**src/rtl/uart_arb_pkg.sv**
```systemverilog
`timescale 1ns/1ps
`default_nettype none
// ============================================================================
// Module      : uart_arb_pkg
// Description : Shared types for the UART TX round-robin arbiter.
// Revision    : 1.0 - initial release
// ============================================================================
package uart_arb_pkg;

    localparam int NREQ = 4;

    typedef logic [1:0] idx_t;

    typedef enum logic [1:0] {
        IDLE      = 2'd0,
        START     = 2'd1,
        WAIT_BUSY = 2'd2,
        WAIT_DONE = 2'd3
    } arb_state_e;

    function automatic logic [NREQ-1:0] onehot(input idx_t i);
        logic [NREQ-1:0] r;
        r    = '0;
        r[i] = 1'b1;
        return r;
    endfunction

endpackage
`default_nettype wire

```
**src/rtl/uart_tx_arbiter_if.sv**
```systemverilog
`timescale 1ns/1ps
`default_nettype none
// ============================================================================
// Module      : uart_tx_arbiter_if
// Description : Request/TX handshake bundle between requesters, arbiter and
//               the UART TX core.
// Revision    : 1.0 - initial release
// ============================================================================
interface uart_tx_arbiter_if;

    logic [uart_arb_pkg::NREQ-1:0] req;
    logic                          tx_busy;
    uart_arb_pkg::idx_t            sel;
    logic [uart_arb_pkg::NREQ-1:0] grant;
    logic                          tx_start;
    logic [uart_arb_pkg::NREQ-1:0] done;
    logic                          err;

    modport master (
        input  req,
        input  tx_busy,
        output sel,
        output grant,
        output tx_start,
        output done,
        output err
    );

    modport slave (
        output req,
        output tx_busy,
        input  sel,
        input  grant,
        input  tx_start,
        input  done,
        input  err
    );

endinterface
`default_nettype wire

```
**src/rtl/uart_rr_pick.sv**
```systemverilog
`timescale 1ns/1ps
`default_nettype none
// ============================================================================
// Module      : uart_rr_pick
// Description : Combinational round-robin picker; searches last+1 .. last.
// Revision    : 1.0 - initial release
// ============================================================================
module uart_rr_pick
    import uart_arb_pkg::*;
(
    input  logic [NREQ-1:0] req_i,
    input  idx_t            last_i,
    output logic            valid_o,
    output idx_t            idx_o
);

    idx_t cand;

    // Walk from farthest to nearest so the nearest requester after last wins.
    always_comb begin
        valid_o = 1'b0;
        idx_o   = last_i;
        cand    = last_i;
        for (int k = NREQ; k >= 1; k--) begin
            cand = last_i + idx_t'(k);
            if (req_i[cand]) begin
                valid_o = 1'b1;
                idx_o   = cand;
            end
        end
    end

endmodule
`default_nettype wire

```
**src/rtl/uart_tx_arbiter.sv**
```systemverilog
`timescale 1ns/1ps
`default_nettype none
// ============================================================================
// Module      : uart_tx_arbiter
// Description : Round-robin arbiter sharing one UART TX core among four
//               requesters. Optional busy timeout under ARB_TIMEOUT_EN.
// Revision    : 1.0 - initial release
// ============================================================================
module uart_tx_arbiter
    import uart_arb_pkg::*;
#(
    parameter int WIDTH   = 8,
    parameter int TIMEOUT = 16
)
(
    input  logic               clk,
    input  logic               rst,
    uart_tx_arbiter_if.master  arb_io
);

    arb_state_e       state_q;
    idx_t             sel_q;
    idx_t             last_q;
    logic [NREQ-1:0]  grant_q;
    logic [NREQ-1:0]  done_q;
    logic             tx_start_q;

    logic             w_pick_valid;
    idx_t             w_pick_idx;

`ifdef ARB_TIMEOUT_EN
    localparam int c_CNT_W = $clog2(TIMEOUT + 1);
    logic [c_CNT_W-1:0] cnt_q;
    logic               err_q;
`endif

    uart_rr_pick u_pick (
        .req_i   (arb_io.req),
        .last_i  (last_q),
        .valid_o (w_pick_valid),
        .idx_o   (w_pick_idx)
    );

    always_ff @(posedge clk or posedge rst) begin
        if (rst) begin
            state_q    <= IDLE;
            sel_q      <= '0;
            last_q     <= idx_t'(NREQ - 1);
            grant_q    <= '0;
            done_q     <= '0;
            tx_start_q <= 1'b0;
`ifdef ARB_TIMEOUT_EN
            cnt_q      <= '0;
            err_q      <= 1'b0;
`endif
        end else begin
            tx_start_q <= 1'b0;
            done_q     <= '0;
`ifdef ARB_TIMEOUT_EN
            err_q      <= 1'b0;
`endif
            case (state_q)
                IDLE: begin
                    if (w_pick_valid) begin
                        sel_q      <= w_pick_idx;
                        grant_q    <= onehot(w_pick_idx);
                        tx_start_q <= 1'b1;
                        state_q    <= START;
                    end
                end
                START: begin
                    state_q <= WAIT_BUSY;
`ifdef ARB_TIMEOUT_EN
                    cnt_q   <= '0;
`endif
                end
                WAIT_BUSY: begin
                    if (arb_io.tx_busy) begin
                        state_q <= WAIT_DONE;
                    end
`ifdef ARB_TIMEOUT_EN
                    // The core never took the word: drop it but still advance the rotation.
                    else if (cnt_q == c_CNT_W'(TIMEOUT - 1)) begin
                        err_q   <= 1'b1;
                        grant_q <= '0;
                        last_q  <= sel_q;
                        state_q <= IDLE;
                    end else begin
                        cnt_q <= cnt_q + 1'b1;
                    end
`endif
                end
                WAIT_DONE: begin
                    if (!arb_io.tx_busy) begin
                        done_q  <= onehot(sel_q);
                        last_q  <= sel_q;
                        grant_q <= '0;
                        state_q <= IDLE;
                    end
                end
                default: state_q <= IDLE;
            endcase
        end
    end

    assign arb_io.sel      = sel_q;
    assign arb_io.grant    = grant_q;
    assign arb_io.tx_start = tx_start_q;
    assign arb_io.done     = done_q;
`ifdef ARB_TIMEOUT_EN
    assign arb_io.err      = err_q;
`else
    assign arb_io.err      = 1'b0;
`endif

endmodule
`default_nettype wire

```
**src/flat_wrapper.sv**
```systemverilog
// flat-port wrapper written by rule: the top's interface ports become plain ports
module uart_tx_arbiter_flat import uart_arb_pkg::*;
#(
    parameter int WIDTH   = 8,
    parameter int TIMEOUT = 16
)
  (clk, rst, arb_io_req, arb_io_tx_busy, arb_io_sel, arb_io_grant, arb_io_tx_start, arb_io_done, arb_io_err);
  uart_tx_arbiter_if arb_io_i ();
  input  logic clk;
  input  logic rst;
  input wire logic [$bits(arb_io_i.req)-1:0] arb_io_req;
  input wire logic [$bits(arb_io_i.tx_busy)-1:0] arb_io_tx_busy;
  output wire logic [$bits(arb_io_i.sel)-1:0] arb_io_sel;
  output wire logic [$bits(arb_io_i.grant)-1:0] arb_io_grant;
  output wire logic [$bits(arb_io_i.tx_start)-1:0] arb_io_tx_start;
  output wire logic [$bits(arb_io_i.done)-1:0] arb_io_done;
  output wire logic [$bits(arb_io_i.err)-1:0] arb_io_err;
  assign arb_io_i.req = arb_io_req;
  assign arb_io_i.tx_busy = arb_io_tx_busy;
  assign arb_io_sel = arb_io_i.sel;
  assign arb_io_grant = arb_io_i.grant;
  assign arb_io_tx_start = arb_io_i.tx_start;
  assign arb_io_done = arb_io_i.done;
  assign arb_io_err = arb_io_i.err;
  uart_tx_arbiter #(.WIDTH(WIDTH), .TIMEOUT(TIMEOUT)) u_core (.clk(clk), .rst(rst), .arb_io(arb_io_i));
endmodule
```
**config.mk**
```make
export PLATFORM = sky130hd
export DESIGN_NAME = uart_tx_arbiter_flat
export DESIGN_NICKNAME = d
export VERILOG_FILES = /design/src/rtl/uart_arb_pkg.sv /design/src/rtl/uart_tx_arbiter_if.sv /design/src/rtl/uart_rr_pick.sv /design/src/rtl/uart_tx_arbiter.sv /design/src/flat_wrapper.sv
export SDC_FILE = /design/constraint.sdc
export NUM_CORES = 1
export LEC_CHECK = 0
export CELL_PAD_IN_SITES_DETAIL_PLACEMENT = 0
export CELL_PAD_IN_SITES_GLOBAL_PLACEMENT = 2
export CORE_ASPECT_RATIO = 1.25
export CORE_MARGIN = 2
export CORE_UTILIZATION = 29
export CTS_CLUSTER_SIZE = 20
export DETAILED_ROUTE_END_ITERATION = 8
export PLACE_DENSITY = 0.82
export SETUP_SLACK_MARGIN = 0.5
export SYNTH_ARGS = -nofsm -noshare
export SYNTH_HDL_FRONTEND = slang
export SYNTH_SLANG_ARGS = --single-unit
```
**constraint.sdc**
```tcl
create_clock -name clk -period 2 [get_ports clk]
set_clock_uncertainty 0.1 [all_clocks]
set_input_delay 0.4 -clock clk [delete_from_list [all_inputs] [get_ports clk]]
set_output_delay 0.4 -clock clk [all_outputs]
set_load 0.05 [all_outputs]
```
==> metrics.txt <==
# TYPE chip_impl_metric gauge
chip_impl_info{name="result_of_the_run",value="finished clean"} 1
chip_impl_metric{name="vias",unit=""} 614
chip_impl_metric{name="power_report.internal_total",unit="W"} 0.0009302
chip_impl_metric{name="die_area",unit="µm²"} 3019
chip_impl_metric{name="fmaxAchievable",unit="GHz"} 0.6344
chip_impl_info{name="critPathSlowestCell",value="dfrtp_1"} 1
chip_impl_metric{name="placedInstanceArea",unit="µm²"} 992.2
chip_impl_metric{name="drc_errors",unit=""} 0
chip_impl_metric{name="syn-cell-area",unit="µm²"} 752.0
chip_impl_metric{name="multi_input_area",unit="µm²"} 412.9
chip_impl_metric{name="path_clk_slew",unit="ns"} 0.09
chip_impl_metric{name="grt_start_max_net_pins",unit=""} 16
chip_impl_metric{name="cts.htree.levels",unit=""} 1
chip_impl_metric{name="hold_viol",unit=""} 0
chip_impl_metric{name="finalSetupViolations",unit=""} 0
chip_impl_metric{name="crit_buf_inv",unit=""} 1
chip_impl_metric{name="power.static_leakage",unit="nW"} 0.5291
chip_impl_metric{name="syn_inst",unit=""} 70
chip_impl_metric{name="clock_latency",unit="ns"} 0.28
chip_impl_info{name="timing.critical_path.cells",value="inv_2, ha_4, a22o_4, a21oi_4, mux2_4"} 1
chip_impl_metric{name="layout_cells_sized_above_1",unit=""} 0.4592
chip_impl_metric{name="clock_sink_count",unit=""} 15
chip_impl_metric{name="synth_seq_cells",unit=""} 15
chip_impl_metric{name="slew-limit-headroom",unit=""} 0.6292
chip_impl_metric{name="finish.net_count",unit=""} 110
chip_impl_metric{name="required",unit="ns"} 2.07
chip_impl_metric{name="combPwrFrac",unit=""} 0.590
chip_impl_info{name="hold_path.class",value="in -> async"} 1
chip_impl_metric{name="n_fill_cell",unit=""} 264
chip_impl_info{name="tritoncts",value="yes"} 1
chip_impl_metric{name="yosysUniqueCellTypes",unit=""} 28
chip_impl_metric{name="cts_inserted_buffers",unit=""} 3
chip_impl_metric{name="post-route-min-period",unit="ns"} 1.576
chip_impl_metric{name="globalRoute.totalOverflow",unit=""} 0
chip_impl_metric{name="x_dimension_of_the_die",unit="µm"} 49.55
chip_impl_metric{name="place_hpwl",unit="mm"} 1.273
chip_impl_metric{name="grt.total_usage",unit=""} 0.1298
chip_impl_metric{name="area.sequential",unit="µm²"} 379.1
chip_impl_metric{name="drt-initial-drc-count",unit=""} 8
chip_impl_metric{name="clkPwrFrac",unit=""} 0.100
chip_impl_info{name="layout_commonest_cell",value="buf_4"} 1
chip_impl_metric{name="drt_wl_total",unit="mm"} 1.693
chip_impl_metric{name="antenna_violating_nets_post_route",unit=""} 0
chip_impl_metric{name="cpPeakStageDelay",unit="ns"} 0.44
chip_impl_metric{name="initial_utilization",unit=""} 0.3066
chip_impl_metric{name="vdd_ir_drop_max",unit="µV"} 794.2
chip_impl_metric{name="synth-seq-area-share",unit=""} 0.5025
chip_impl_metric{name="pre_cts_slack",unit="ns"} -0.1119
chip_impl_metric{name="first_global_vias",unit=""} 609
chip_impl_metric{name="power.total",unit="W"} 0.001717
chip_impl_metric{name="grt_pass1_wl",unit="mm"} 2.863
chip_impl_info{name="kind_of_end_point_of_the_critical_path",value="register"} 1
chip_impl_metric{name="power_switching_share",unit=""} 0.4581
chip_impl_info{name="crit_type",value="reg -> reg"} 1
chip_impl_metric{name="finalWorstSetupSlack",unit="ns"} 0.4237
chip_impl_metric{name="detail_route.vias_per_cell",unit=""} 4.687
chip_impl_metric{name="net-switching-power",unit="W"} 0.0007865
chip_impl_info{name="grt_setup_unrepaired",value="true"} 1
chip_impl_metric{name="met1_resource_use_gr",unit=""} 0.1426
chip_impl_metric{name="syn_nets",unit=""} 81
chip_impl_metric{name="grt_antenna_before_repair",unit=""} 0
chip_impl_metric{name="port_buffers",unit=""} 17
chip_impl_metric{name="die_height",unit="µm"} 60.93
chip_impl_metric{name="layout.cell_area.non_filler",unit="µm²"} 1077
chip_impl_metric{name="worst_ep_arrival_time",unit="ns"} 1.65
chip_impl_info{name="highest_utilization_routing_layer_at_the_global_route_stage",value="met2"} 1
chip_impl_metric{name="power_density",unit="nW/µm²"} 1594
chip_impl_metric{name="period_share",unit=""} 0.7882
chip_impl_metric{name="finish.utilization",unit=""} 0.4393
chip_impl_metric{name="hold_ws",unit="ns"} 0.3614
chip_impl_metric{name="synth-warning-count",unit=""} 0
chip_impl_metric{name="cts_hold_buffers",unit=""} 0
chip_impl_metric{name="routabilityCongestion",unit=""} 0.7152
chip_impl_info{name="setup.worst_path.start_class",value="register"} 1
chip_impl_metric{name="areaGrowthSynthToFinish",unit="%"} 43.26
chip_impl_metric{name="fp-row-count",unit=""} 20
chip_impl_metric{name="grt_met3_usage",unit=""} 0.03695
chip_impl_info{name="clockRootBuffer",value="clkbuf_4"} 1
chip_impl_metric{name="top_level_i_o_count",unit=""} 19
chip_impl_info{name="timing.critical_path.max_delay_family",value="flip-flops"} 1
chip_impl_metric{name="wl_per_cell",unit="µm"} 12.92
chip_impl_metric{name="worstPathMaxFanout",unit=""} 5
chip_impl_info{name="layout_common_cells",value="buf_4 (15), dfrtp_1 (12), nand2_1 (9), nor2_1 (5), buf_2 (5)"} 1
chip_impl_metric{name="drt_first_pass_iters",unit=""} 2
chip_impl_metric{name="max_slew.worst_pin.slew",unit="ns"} 0.5556
chip_impl_metric{name="p_seq_frac",unit=""} 0.310
chip_impl_metric{name="post_synth.cell_area_avg",unit="µm²"} 10.74
chip_impl_metric{name="maxCapViolations",unit=""} 0
chip_impl_metric{name="grtUsageMet2",unit=""} 0.2343
chip_impl_metric{name="placeable_core_region",unit="µm²"} 2452
chip_impl_metric{name="diodes",unit=""} 0
chip_impl_metric{name="cts_buffer_depth",unit=""} 2
chip_impl_metric{name="slew_violations",unit=""} 0
-- power by group through the flow --
stage | sequential, W | clock [W] | combinational [W]
after floorplan | 0.000745 | 0 | 0.000417
after global placement | 0.000533 | 0 | 0.000879
after detailed placement | 0.000539 | 0 | 0.000889
after CTS | 0.000534 | 0.000173 | 0.00101
after global routing | 0.000551 | 0.000194 | 0.00110
final | 0.000532 | 0.000172 | 0.00101
-- cell usage after synthesis, drive strengths merged --
cell type,n,area [µm²]
a221oi,1,8.760
mux2,1,11.26
or2,1,6.260
and3,1,6.260
nand2b,2,12.51
nand2,9,33.78
nor2b,1,6.260
a32o,2,20.02
a21oi,2,10.01
dfstp,2,52.55
a221o,1,10.01
o32a,1,10.01
nor2,5,18.77
or2b,2,16.27
o41ai,2,32.53
a22o,1,10.01
conb,1,3.750
inv,6,22.52
o21a,1,7.510
o21ai,6,37.54
nor3,1,5.000
ha,4,50.05
o211ai,1,7.510
nor4,1,12.51
buf,2,15.01
dfrtp,13,325.3
-- state kept, by name, summed over array words and instances (netlist names) --
signal / flops
u_core.arb_io.done: 4
u_core.state_q: 2
u_core.arb_io.grant: 4
u_core.arb_io.sel: 2
u_core.last_q: 2
u_core.arb_io.tx_start: 1
-- area by class of cell --
cell class              count  area share
clock buffers               3     0.02091
clock inverters             1    0.004646
inverters                   6     0.02091
multi-input cells          47      0.3833
flip-flops and latches     15      0.3519
well taps                  33     0.03833
repair buffers             26      0.1800
-- logic make-up (layout without fill, tap and decap cells) --
| family | after synthesis | count (layout) | synth area share |
|---|---|---|---|
| AND/OR/NAND/NOR | 23 | 23 | 0.1564 |
| flip-flops | 15 | 15 | 0.5025 |
| other | 1 | 1 | 0.004987 |
| AO/OA/AOI/OAI | 18 | 18 | 0.2047 |
| buffers and inverters | 8 | 36 | 0.04991 |
| multiplexers | 1 | 1 | 0.01497 |
| adder cells (fa/ha/maj) | 4 | 4 | 0.06656 |
-- metal layers --
metal | share of wire | vias to the layer above
met4 | 0.0089 | 0
met2 | 0.52 | 12
met1 | 0.43 | 302
met5 | 0 | -
li1 | - | 298
met3 | 0.043 | 2
-- timing repair --
action | 4_1_cts | 5_1_grt
pin swaps | 5 | 2
buffers inserted | 5 | 1
endpoints found under the setup margin | 14 | 14
resized for setup | 26 | 14
-- path summary, 6_finish.rpt --
check,end,start,depth (start not counted),slack [ns]
max,u_core.state_q[1],u_core.state_q[0],5,0.42
min,u_core.arb_io.grant[1],rst,2,0.36
max reg2reg,u_core.state_q[1],u_core.state_q[0],5,0.42
min reg2reg,u_core.last_q[1],u_core.last_q[1],2,0.42
max in group asynchronous,u_core.state_q[1],rst,2,1.04
min in group clk,u_core.last_q[1],u_core.last_q[1],2,0.42
-- per-stage QoR --
stage	TNS [ns]	instances
2_1_floorplan	0	70
3_3_place_gp	-0.3045	121
3_5_place_dp	-0.3589	121
4_1_cts	0	130
5_1_grt	0	131
6_report	0	131
-- worst reg2reg max path: stages (launching register included) --
cell     delay [ns]
dfrtp_1        0.44
inv_2          0.07
ha_4           0.17
a22o_4         0.24
a21oi_4        0.14
mux2_4         0.31
Note: power is estimated with default switching activity, not from simulation.
